--- src/rtl/sccb_target_pkg.sv ---
// Shared types and constants for the SCCB target: FSM state encoding,
// default device ID and bit-counter width.
package sccb_pkg;

  typedef enum logic [3:0] {
    ST_IDLE,
    ST_ID,
    ST_ID_ACK,
    ST_ADDR,
    ST_ADDR_ACK,
    ST_WDATA,
    ST_WDATA_ACK,
    ST_RDATA,
    ST_RD_ACK,
    ST_IGNORE
  } sccb_state_t;

  localparam logic [7:0]  SCCB_DEFAULT_SID = 8'h60;
  localparam int unsigned BIT_CNT_W        = 3;

endpackage

--- src/rtl/sccb_target_if.sv ---
// SCCB pad and register-port bundle; master = initiator/host side,
// slave = the sccb_target block.
interface sccb_target_if;
  logic       sioc;
  logic       siod_in;
  logic       siod_oe;
  logic       wr_valid;
  logic [7:0] wr_addr;
  logic [7:0] wr_data;
  logic [7:0] rd_addr;
  logic [7:0] rd_data;
  logic       busy;

  modport master (
    output sioc, siod_in, rd_data,
    input  siod_oe, wr_valid, wr_addr, wr_data, rd_addr, busy
  );

  modport slave (
    input  sioc, siod_in, rd_data,
    output siod_oe, wr_valid, wr_addr, wr_data, rd_addr, busy
  );
endinterface

--- src/rtl/sccb_sync_filter.sv ---
// Two-flop synchronizer followed by a level filter that accepts a change only
// after GLITCH_CYC consecutive equal samples; emits rise/fall strobes.
module sccb_sync_filter #(
  parameter int unsigned GLITCH_CYC = 2
) (
  input  logic clk,
  input  logic rst_n,
  input  logic din,
  output logic level,
  output logic rise,
  output logic fall
);
  localparam int unsigned CW = (GLITCH_CYC > 1) ? $clog2(GLITCH_CYC) : 1;

  logic [1:0]    sync;
  logic [CW-1:0] cnt;

  always_ff @(posedge clk or negedge rst_n) begin
    if (!rst_n) begin
      sync  <= '1;
      level <= 1'b1;
      cnt   <= '0;
      rise  <= 1'b0;
      fall  <= 1'b0;
    end else begin
      sync <= {sync[0], din};
      rise <= 1'b0;
      fall <= 1'b0;
      if (sync[1] != level) begin
        // cnt counts the differing samples already seen; this one completes the run
        if (cnt == CW'(GLITCH_CYC - 1)) begin
          level <= sync[1];
          cnt   <= '0;
          rise  <= sync[1];
          fall  <= ~sync[1];
        end else begin
          cnt <= cnt + CW'(1);
        end
      end else begin
        cnt <= '0;
      end
    end
  end
endmodule

--- src/rtl/sccb_target.sv ---
// SCCB (3-wire/2-wire) register target with auto-incrementing subaddress.
// Read phases are built only when SCCB_TARGET_READ_EN is defined.
module sccb_target import sccb_pkg::*; #(
  parameter logic [7:0]  SID        = SCCB_DEFAULT_SID,
  parameter int unsigned GLITCH_CYC = 2
) (
  input logic          clk,
  input logic          rst_n,
  sccb_target_if.slave bus
);
  logic scl, scl_rise, scl_fall;
  logic sda, sda_rise, sda_fall;

  sccb_sync_filter #(.GLITCH_CYC(GLITCH_CYC)) u_sioc (
    .clk(clk), .rst_n(rst_n), .din(bus.sioc),
    .level(scl), .rise(scl_rise), .fall(scl_fall)
  );

  sccb_sync_filter #(.GLITCH_CYC(GLITCH_CYC)) u_siod (
    .clk(clk), .rst_n(rst_n), .din(bus.siod_in),
    .level(sda), .rise(sda_rise), .fall(sda_fall)
  );

  logic start, stop;
  assign start = sda_fall & scl;
  assign stop  = sda_rise & scl;

  sccb_state_t          state;
  logic [BIT_CNT_W-1:0] bit_cnt;
  logic [6:0]           rx;
  logic [1:0]           ack_ph;
  logic [7:0]           ptr;
  logic                 oe, wvalid, busy_r;
  logic [7:0]           waddr, wdata;
  logic [7:0]           byte_in;
  logic                 id_match;

  assign byte_in = {rx, sda};

`ifdef SCCB_TARGET_READ_EN
  logic       rd_req;
  logic [6:0] tx;
  assign id_match = (byte_in[7:1] == SID[7:1]);
`else
  logic unused_rd;
  assign unused_rd = ^bus.rd_data;
  assign id_match  = (byte_in[7:1] == SID[7:1]) && !byte_in[0];
`endif

  always_ff @(posedge clk or negedge rst_n) begin
    if (!rst_n) begin
      state   <= ST_IDLE;
      bit_cnt <= '0;
      rx      <= '0;
      ack_ph  <= '0;
      ptr     <= '0;
      oe      <= 1'b0;
      wvalid  <= 1'b0;
      busy_r  <= 1'b0;
      waddr   <= '0;
      wdata   <= '0;
`ifdef SCCB_TARGET_READ_EN
      rd_req  <= 1'b0;
      tx      <= '0;
`endif
    end else begin
      wvalid <= 1'b0;
      if (stop) begin
        state   <= ST_IDLE;
        oe      <= 1'b0;
        busy_r  <= 1'b0;
        bit_cnt <= '0;
        ack_ph  <= '0;
      end else if (start) begin
        state   <= ST_ID;
        oe      <= 1'b0;
        busy_r  <= 1'b1;
        bit_cnt <= '0;
        ack_ph  <= '0;
      end else begin
        case (state)
          ST_ID: if (scl_rise) begin
            rx      <= byte_in[6:0];
            bit_cnt <= bit_cnt + BIT_CNT_W'(1);
            if (bit_cnt == '1) begin
              state  <= id_match ? ST_ID_ACK : ST_IGNORE;
              ack_ph <= '0;
`ifdef SCCB_TARGET_READ_EN
              rd_req <= byte_in[0];
`endif
            end
          end
          ST_ADDR: if (scl_rise) begin
            rx      <= byte_in[6:0];
            bit_cnt <= bit_cnt + BIT_CNT_W'(1);
            if (bit_cnt == '1) begin
              ptr    <= byte_in;
              state  <= ST_ADDR_ACK;
              ack_ph <= '0;
            end
          end
          ST_WDATA: if (scl_rise) begin
            rx      <= byte_in[6:0];
            bit_cnt <= bit_cnt + BIT_CNT_W'(1);
            if (bit_cnt == '1) begin
              wvalid <= 1'b1;
              waddr  <= ptr;
              wdata  <= byte_in;
              ptr    <= ptr + 8'd1;
              state  <= ST_WDATA_ACK;
              ack_ph <= '0;
            end
          end
          // First sioc fall starts the ack bit, the second one ends it
          ST_ID_ACK, ST_ADDR_ACK, ST_WDATA_ACK: if (scl_fall) begin
            if (ack_ph == 2'd0) begin
              oe     <= 1'b1;
              ack_ph <= 2'd1;
            end else begin
              oe      <= 1'b0;
              ack_ph  <= '0;
              bit_cnt <= '0;
              if (state == ST_ID_ACK) begin
`ifdef SCCB_TARGET_READ_EN
                if (rd_req) begin
                  state <= ST_RDATA;
                  tx    <= bus.rd_data[6:0];
                  oe    <= ~bus.rd_data[7];
                end else begin
                  state <= ST_ADDR;
                end
`else
                state <= ST_ADDR;
`endif
              end else begin
                state <= ST_WDATA;
              end
            end
          end
`ifdef SCCB_TARGET_READ_EN
          ST_RDATA: begin
            if (scl_rise) begin
              bit_cnt <= bit_cnt + BIT_CNT_W'(1);
              if (bit_cnt == '1) begin
                state  <= ST_RD_ACK;
                ack_ph <= '0;
              end
            end else if (scl_fall) begin
              oe <= ~tx[6];
              tx <= {tx[5:0], 1'b0};
            end
          end
          // Phases: release on fall, sample master ack on rise, reload on fall
          ST_RD_ACK: begin
            if (scl_fall && ack_ph == 2'd0) begin
              oe     <= 1'b0;
              ack_ph <= 2'd1;
            end else if (scl_rise && ack_ph == 2'd1) begin
              if (sda) begin
                state  <= ST_IGNORE;
                ack_ph <= '0;
              end else begin
                ptr    <= ptr + 8'd1;
                ack_ph <= 2'd2;
              end
            end else if (scl_fall && ack_ph == 2'd2) begin
              state   <= ST_RDATA;
              tx      <= bus.rd_data[6:0];
              oe      <= ~bus.rd_data[7];
              bit_cnt <= '0;
              ack_ph  <= '0;
            end
          end
`endif
          ST_IGNORE: oe <= 1'b0;
          default: ;
        endcase
      end
    end
  end

  assign bus.siod_oe  = oe;
  assign bus.wr_valid = wvalid;
  assign bus.wr_addr  = waddr;
  assign bus.wr_data  = wdata;
  assign bus.rd_addr  = ptr;
  assign bus.busy     = busy_r;
endmodule

--- src/flat_wrapper.sv ---
// flat-port wrapper written by rule: the top's interface ports become plain ports
module sccb_target_flat import sccb_pkg::*;
#(
  parameter logic [7:0]  SID        = SCCB_DEFAULT_SID,
  parameter int unsigned GLITCH_CYC = 2
)
  (clk, rst_n, bus_sioc, bus_siod_in, bus_rd_data, bus_siod_oe, bus_wr_valid, bus_wr_addr, bus_wr_data, bus_rd_addr, bus_busy);
  sccb_target_if bus_i ();
  input logic clk;
  input logic rst_n;
  input wire logic [$bits(bus_i.sioc)-1:0] bus_sioc;
  input wire logic [$bits(bus_i.siod_in)-1:0] bus_siod_in;
  input wire logic [$bits(bus_i.rd_data)-1:0] bus_rd_data;
  output wire logic [$bits(bus_i.siod_oe)-1:0] bus_siod_oe;
  output wire logic [$bits(bus_i.wr_valid)-1:0] bus_wr_valid;
  output wire logic [$bits(bus_i.wr_addr)-1:0] bus_wr_addr;
  output wire logic [$bits(bus_i.wr_data)-1:0] bus_wr_data;
  output wire logic [$bits(bus_i.rd_addr)-1:0] bus_rd_addr;
  output wire logic [$bits(bus_i.busy)-1:0] bus_busy;
  assign bus_i.sioc = bus_sioc;
  assign bus_i.siod_in = bus_siod_in;
  assign bus_i.rd_data = bus_rd_data;
  assign bus_siod_oe = bus_i.siod_oe;
  assign bus_wr_valid = bus_i.wr_valid;
  assign bus_wr_addr = bus_i.wr_addr;
  assign bus_wr_data = bus_i.wr_data;
  assign bus_rd_addr = bus_i.rd_addr;
  assign bus_busy = bus_i.busy;
  sccb_target #(.SID(SID), .GLITCH_CYC(GLITCH_CYC)) u_core (.clk(clk), .rst_n(rst_n), .bus(bus_i));
endmodule
--- config.mk ---
export PLATFORM = sky130hd
export DESIGN_NAME = sccb_target_flat
export DESIGN_NICKNAME = d
export VERILOG_FILES = /design/src/rtl/sccb_target_pkg.sv /design/src/rtl/sccb_target_if.sv /design/src/rtl/sccb_sync_filter.sv /design/src/rtl/sccb_target.sv /design/src/flat_wrapper.sv
export SDC_FILE = /design/constraint.sdc
export NUM_CORES = 1
export LEC_CHECK = 0
export ABC_CLOCK_PERIOD_IN_PS = 2950
export BUFFER_PORTS_ARGS = -buffer_cell sky130_fd_sc_hd__buf_2
export CORE_MARGIN = 3
export CORE_UTILIZATION = 30
export CTS_CLUSTER_DIAMETER = 150
export CTS_CLUSTER_SIZE = 28
export DETAILED_ROUTE_END_ITERATION = 10
export HOLD_SLACK_MARGIN = 0.08
export MAX_ROUTING_LAYER = met4
export SLEW_MARGIN = 20
export SYNTH_ARGS = -nofsm -noshare
export SYNTH_HDL_FRONTEND = slang
export SYNTH_HIERARCHICAL = 1
export SYNTH_SLANG_ARGS = --single-unit
--- constraint.sdc ---
create_clock -name clk -period 2.95 [get_ports clk]
set_input_delay 0.295 -clock clk [delete_from_list [all_inputs] [get_ports clk]]
set_output_delay 0.295 -clock clk [all_outputs]
set_load 0.02 [all_outputs]
==> run metrics, run 1 <==
fin crit share=66.5%; Sw Ratio=27.3%; crit path launch type=flip-flop; EDFF count, synth=0; Placed Cells incl. Taps=359; Root Driver=clkbuf_8; Antenna diodes=0; drt pass-1 iters=4; Area Overhead vs Synth=14.5%; max_cap viols=0; ANT nets after route=0; cells after synthesis=236; DRC=0; syn_area_per_cell=10.2 sq um; grt ovf=0; worst path required time=3150 ps; height of the die=95.5 microns; RSZ-0062 raised after global routing=false; DP Area=2610 sq um; Yosys cell types=44; Die Wd=95.5 microns; Crit. End Element=flip-flop; Final #Nets=281; Max Slew Vio Count=0; Worst-Skew Late Latency=310 ps; routed length per instance=12.5 microns; crit path DAT=2170 ps; Setup violations, final=0; Post-DP HPWL=3160 microns; Fillers=832; Multi-input gate area=946 sq um; area leader, netlist=dfrtp_1; Int Power=1.21 mW; Power, Total=1.67 mW; clock skew=16.3 ps; postcts setup bufs=0; first-pass GRT wire length=7760 microns; WHS=105 ps; Seq/Total Area, Yosys=56.5%; Post-Synthesis Cell Area=2400 sq um; Slew HR=55.3%; Reg2Reg Depth=4; Seq pwr share=56.3%; vias in the first global route=1716; Initial DRC Count=61; GPL Wtd Cong=0.847; largest net degree at the start of global routing=55; Tightest Pin Transition=670 ps; Final Hold Viols=0; most numerous cell in the Yosys netlist=nand2_1; CTS Hold Buffers Added=2; vias per std cell=4.80; clock share of power=31.1%; share of cells above drive strength 1=21.7%; die area=9130 sq um; Synth Net Count=251; WS Path Type=reg2reg; CTS tree=built; drt total wl=4600 microns; vias=1770; GR Util All Layers=11.0%; Lkg Pwr=1.37 nW; Post-Layout Cell Count=369; crit path max fanout=16; clock slew at reported path FFs=100 ps; CTS sink count=54; # IOs=39; outcome=finished, final reports clean; Core ar.=7770 sq um; VDD IR max=0.000332 V; combinational fraction of design power=12.6%; YS warnings=6; htree depth=2; PostCTS Resize Cnt=0; synth top area cells=dfrtp_1, nand2_1, dfstp_2; IO Port Bufs=30; share of the synthesized area in the top cell type=49.9%; row cnt=32; Top FF cell, synth=dfrtp_1; fin area=2750 sq um; Sum Neg Setup Slack=0 ps; synth cell count leaders=nand2_1, dfrtp_1, a21oi_1, o21ai_0, nor2_1; Hold Crit Class=in2async; antenna violations before repair=0; Net Switching=456 uW; Post-synth ARST share=100%; CTS max path bufs=2; Num CTS Buffers=5; Max Freq=0.510 GHz; #FFs+latches synth=54; Register Area=1360 sq um; min Tclk post-route=1960 ps; Cell Pwr Density=606 nW/um^2; Initial Util=31.0%
## layer usage
layer	vias up	global-route usage (%)	share of wire, %
li1	874	-	-
met1	845	13.3	48
met2	47	18.2	46
met3	4	2.60	4.9
met4	0	3.55	1.3
met5	-	-	0
## final timing paths
| path | startpoint | end | slack, ps |
|---|---|---|---|
| min in group clk | u_core/u_siod/sync[0]$_DFF_PN1_ | u_core/u_siod/sync[1]$_DFF_PN1_ | 360 |
| max in group asynchronous | rst_n | u_core/u_siod/rise$_DFF_PN0_ | 2400 |
| worst min register to register | u_core/u_siod/sync[0]$_DFF_PN1_ | u_core/u_siod/sync[1]$_DFF_PN1_ | 360 |
| worst min-delay path | rst_n | u_core/bus.wr_addr[3]$_DFFE_PN0P_ | 110 |
| worst max-delay path | u_core/state[1]$_DFFE_PN0P_ | u_core/bus.wr_addr[2]$_DFFE_PN0P_ | 990 |
| worst max register to register | u_core/state[1]$_DFFE_PN0P_ | u_core/bus.wr_addr[2]$_DFFE_PN0P_ | 990 |
## per-stage QoR
stage | utilization [%] | worst slack (ps)
finish | 35.5 | 988
global route | 35.5 | 837
CTS | 35.5 | 952
detailed placement | 33.6 | 953
global placement | 33.6 | 975
floorplan | - | 1270
## layout by cell type (no fill, tap or decap), drive strengths merged, types with 3 or more instances in the layout
cell	Yosys	layout
o21ai	13	13
nand2	66	66
nor3	4	4
a21oi	17	17
mux2	8	8
nor2	10	10
ha	3	3
dfstp	6	6
clkbuf	0	6
mux2i	4	4
nand4	3	3
buf	10	31
nand3	7	7
inv	6	7
dfrtp	48	48
## state kept, by name, indices dropped and copies added, names as in the netlist, 2 cells and up
signal and cells:
u_core/bus.rd_addr 8, u_core/bus.wr_addr 8, u_core/bus.wr_data 8, u_core/rx 7, u_core/state 4, u_core/bit_cnt 3, u_core/u_sioc/sync 2, u_core/u_siod/sync 2
## critical path, stage by stage (launching register included)
cell and delay (ps):
dfrtp_1 490, nand4bb_1 430, or3_1 720, nand2_1 160, nand2_1 60
## cell type report
type                            instances  share of cell area (%)
Sequential cell                        54                    49.3
Multi-Input combinational cell        166                    34.3
Timing Repair Buffer                   33                    6.45
Tap cell                              102                    4.63
Clock buffer                            6                    3.00
Clock inverter                          2                    1.41
Inverter                                6                   0.818
## power groups by stage
stage	registers (mW)	logic [mW]	clock network (mW)
2_1_floorplan	0.923	0.162	0
3_3_place_gp	0.952	0.209	0
3_5_place_dp	0.953	0.211	0
4_1_cts	0.940	0.214	0.544
5_1_grt	0.957	0.243	0.568
6_report	0.940	0.210	0.520
## cells by family (layout without fill, tap and decap cells)
family | count (synthesis) | after routing | synth area share [%]
AND/OR/NAND/NOR | 106 | 106 | 21.1
adder cells (fa/ha/maj) | 3 | 3 | 1.56
flip-flops | 54 | 54 | 56.5
buffers and inverters | 16 | 47 | 4.16
AO/OA/AOI/OAI | 42 | 42 | 10.1
XOR/XNOR | 3 | 3 | 1.09
multiplexers | 12 | 12 | 5.41
No activity file was read; power rests on OpenSTA's default activity.
==> run 2: changes to the inputs <==
--- a/config.mk
+++ b/config.mk
@@ -5,7 +5,7 @@
 export SDC_FILE = /design/constraint.sdc
 export NUM_CORES = 1
 export LEC_CHECK = 0
-export ABC_CLOCK_PERIOD_IN_PS = 2950
+export ABC_CLOCK_PERIOD_IN_PS = 1700
 export BUFFER_PORTS_ARGS = -buffer_cell sky130_fd_sc_hd__buf_2
 export CORE_MARGIN = 3
 export CORE_UTILIZATION = 30
==> constraint.sdc (replaced) <==
create_clock -name clk -period 1.7 [get_ports clk]
set_input_delay 0.17 -clock clk [delete_from_list [all_inputs] [get_ports clk]]
set_output_delay 0.17 -clock clk [all_outputs]
set_load 0.02 [all_outputs]
==> run metrics, run 2 (synthesis gave the netlist of run 1 again) <==
Max Slew Vio Count=0 (unchanged); launch point of the worst path=u_core/bit_cnt[1]$_DFFE_PN0P_; Crit. End Element=flip-flop; Buf/Inv on CP=0 (unchanged); drt total wl=4910 microns (+6.9%); Area Overhead vs Synth=22.4%; vias per std cell=4.80 (about the same); combinational fraction of design power=16.0% (+3.4 points); Lkg Pwr=1.44 nW (+5.6%); Hold Crit Class=in2async; Multi-input gate area=982 sq um (+3.8%); crit-path cells=ha_2, ha_4, and4b_2, a32oi_2, o21ai_2, mux2_2; Initial Util=31.0% (unchanged); Max Freq=0.600 GHz (+18%); Tightest Pin Transition=488 ps (-182 ps); height of the die=95.5 microns (unchanged); fin crit share=98.0% (+32 points); worst path required time=1890 ps (-1260 ps); DP Area=2740 sq um (+4.7%); largest net degree at the start of global routing=36 (-35%); Antenna diodes=0 (unchanged); Initial DRC Count=63 (+3.3%); Num CTS Buffers=5 (unchanged); Core ar.=7770 sq um (unchanged); first-pass GRT wire length=8360 microns (+7.6%); routed length per instance=12.8 microns (+2.7%); Setup violations, final=0 (unchanged); commonest non-fill, non-tap cell in the layout=nand2_1; fin area=2940 sq um (+6.9%); drt pass-1 iters=4 (unchanged); row cnt=32 (unchanged); Fillers=796 (-4.3%); worst reg2reg path startpoint=u_core/bit_cnt[1]$_DFFE_PN0P_; Root Driver=clkbuf_8; grt ovf=0 (unchanged); Register Area=1360 sq um (about the same); IO Port Bufs=30 (unchanged); Sum Neg Setup Slack=0 ps (unchanged); max_cap viols=0 (unchanged); VDD IR max=0.000548 V (+65%); GR Util All Layers=12.0% (+0.99 points); htree depth=2 (unchanged); DRC=0 (unchanged); antenna violations before repair=0 (unchanged); min Tclk post-route=1670 ps (-295 ps); crit path DAT=1860 ps (-310 ps); CTS sink count=54 (unchanged); clock share of power=30.3% (-0.8 points); crit path launch type=flip-flop; clock skew=16.2 ps (-0.0660 ps); vias=1843 (+4.1%); Slew HR=67.5% (+12 points); Worst path max stage delay=400 ps (-320 ps); outcome=finished, final reports clean; clock slew at reported path FFs=100 ps (about the same); Worst-Skew Late Latency=310 ps (about the same); Post-DP HPWL=3460 microns (+9.4%); Sw Ratio=27.5% (+0.25 points); CP max stage cell=dfrtp_1; crit path max fanout=3 (-13); WS Path Type=reg2reg; Net Switching=824 uW (+81%); CTS tree=built; most frequent cells in the layout=nand2_1, dfrtp_1, buf_2; RSZ-0062 raised after global routing=true; die area=9130 sq um (unchanged); Die Wd=95.5 microns (unchanged); Final Hold Viols=0 (unchanged); Final #Nets=296 (+5.3%); Seq pwr share=53.7% (-2.6 points); share of cells above drive strength 1=28.4% (+6.6 points); Power, Total=2.99 mW (+79%); GPL Wtd Cong=0.878 (+3.7%); CTS max path bufs=2 (unchanged); Cell Pwr Density=1020 nW/um^2 (+68%); CP top delay family=flip-flops; Int Power=2.17 mW (+79%); # IOs=39 (unchanged); vias in the first global route=1785 (+4.0%); ANT nets after route=0 (unchanged)
==> run 2: final timing paths <==
| path | depth (start not counted) | endpoint | slack (ps) |
|---|---|---|---|
| min in group clk | 0 | u_core/u_siod/sync[1]$_DFF_PN1_ | 360 |
| worst max-delay path | 6 | u_core/state[1]$_DFFE_PN0P_ | 30 |
| worst max register to register | 6 | u_core/state[1]$_DFFE_PN0P_ | 30 |
| max in group asynchronous | 3 | u_core/u_siod/level$_DFFE_PN1P_ | 740 |
| worst min-delay path | 2 | u_core/bus.wr_valid$_DFF_PN0_ | 340 |
| worst min register to register | 0 | u_core/u_siod/sync[1]$_DFF_PN1_ | 360 |
==> run 2: stage by stage <==
stage | worst slack, ps | hold slack (ps) | util (%) | cells
after floorplan | 21.1 | -126 | - | 236
after global placement | 7.40 | 151 | 35.2 | 372
after detailed placement | -30.2 | 164 | 35.2 | 372
after CTS | 3.22 | 346 | 37.3 | 383
after global routing | -37.1 | 365 | 37.9 | 384
final | 33.4 | 338 | 37.9 | 384
==> run 2: layer usage <==
| metal | GRT usage [%] | share of wire [%] | up-vias |
|---|---|---|---|
| met3 | 2.76 | 5.4 | 9 |
| li1 | - | - | 905 |
| met1 | 15.5 | 48 | 883 |
| met5 | - | 0 | - |
| met2 | 18.4 | 45 | 46 |
| met4 | 4.50 | 1.5 | 0 |
==> run 2: cell type report <==
cell class,instances,area share (%)
clock buffer,6,2.80
multi-input combinational,166,33.4
clock inverter,2,1.32
timing repair buffer,48,11.2
tap,102,4.33
sequential,54,46.2
inverter,6,0.765
==> run 2: power by group through the flow <==
stage | Clock (mW) | Combinational (mW) | Sequential, mW
6_report | 0.906 | 0.478 | 1.61
5_1_grt | 0.989 | 0.550 | 1.63
4_1_cts | 0.941 | 0.482 | 1.61
3_5_place_dp | 0 | 0.468 | 1.63
3_3_place_gp | 0 | 0.463 | 1.63
2_1_floorplan | 0 | 0.281 | 1.60
==> run 2: timing repair <==
item	CTS	global route
endpoints found under the hold margin	18	0
gates cloned	0	0
setup endpoints to repair	3	37
hold buffers	3	0
pin swaps	1	3
resized for setup	2	8
buffers inserted	0	1
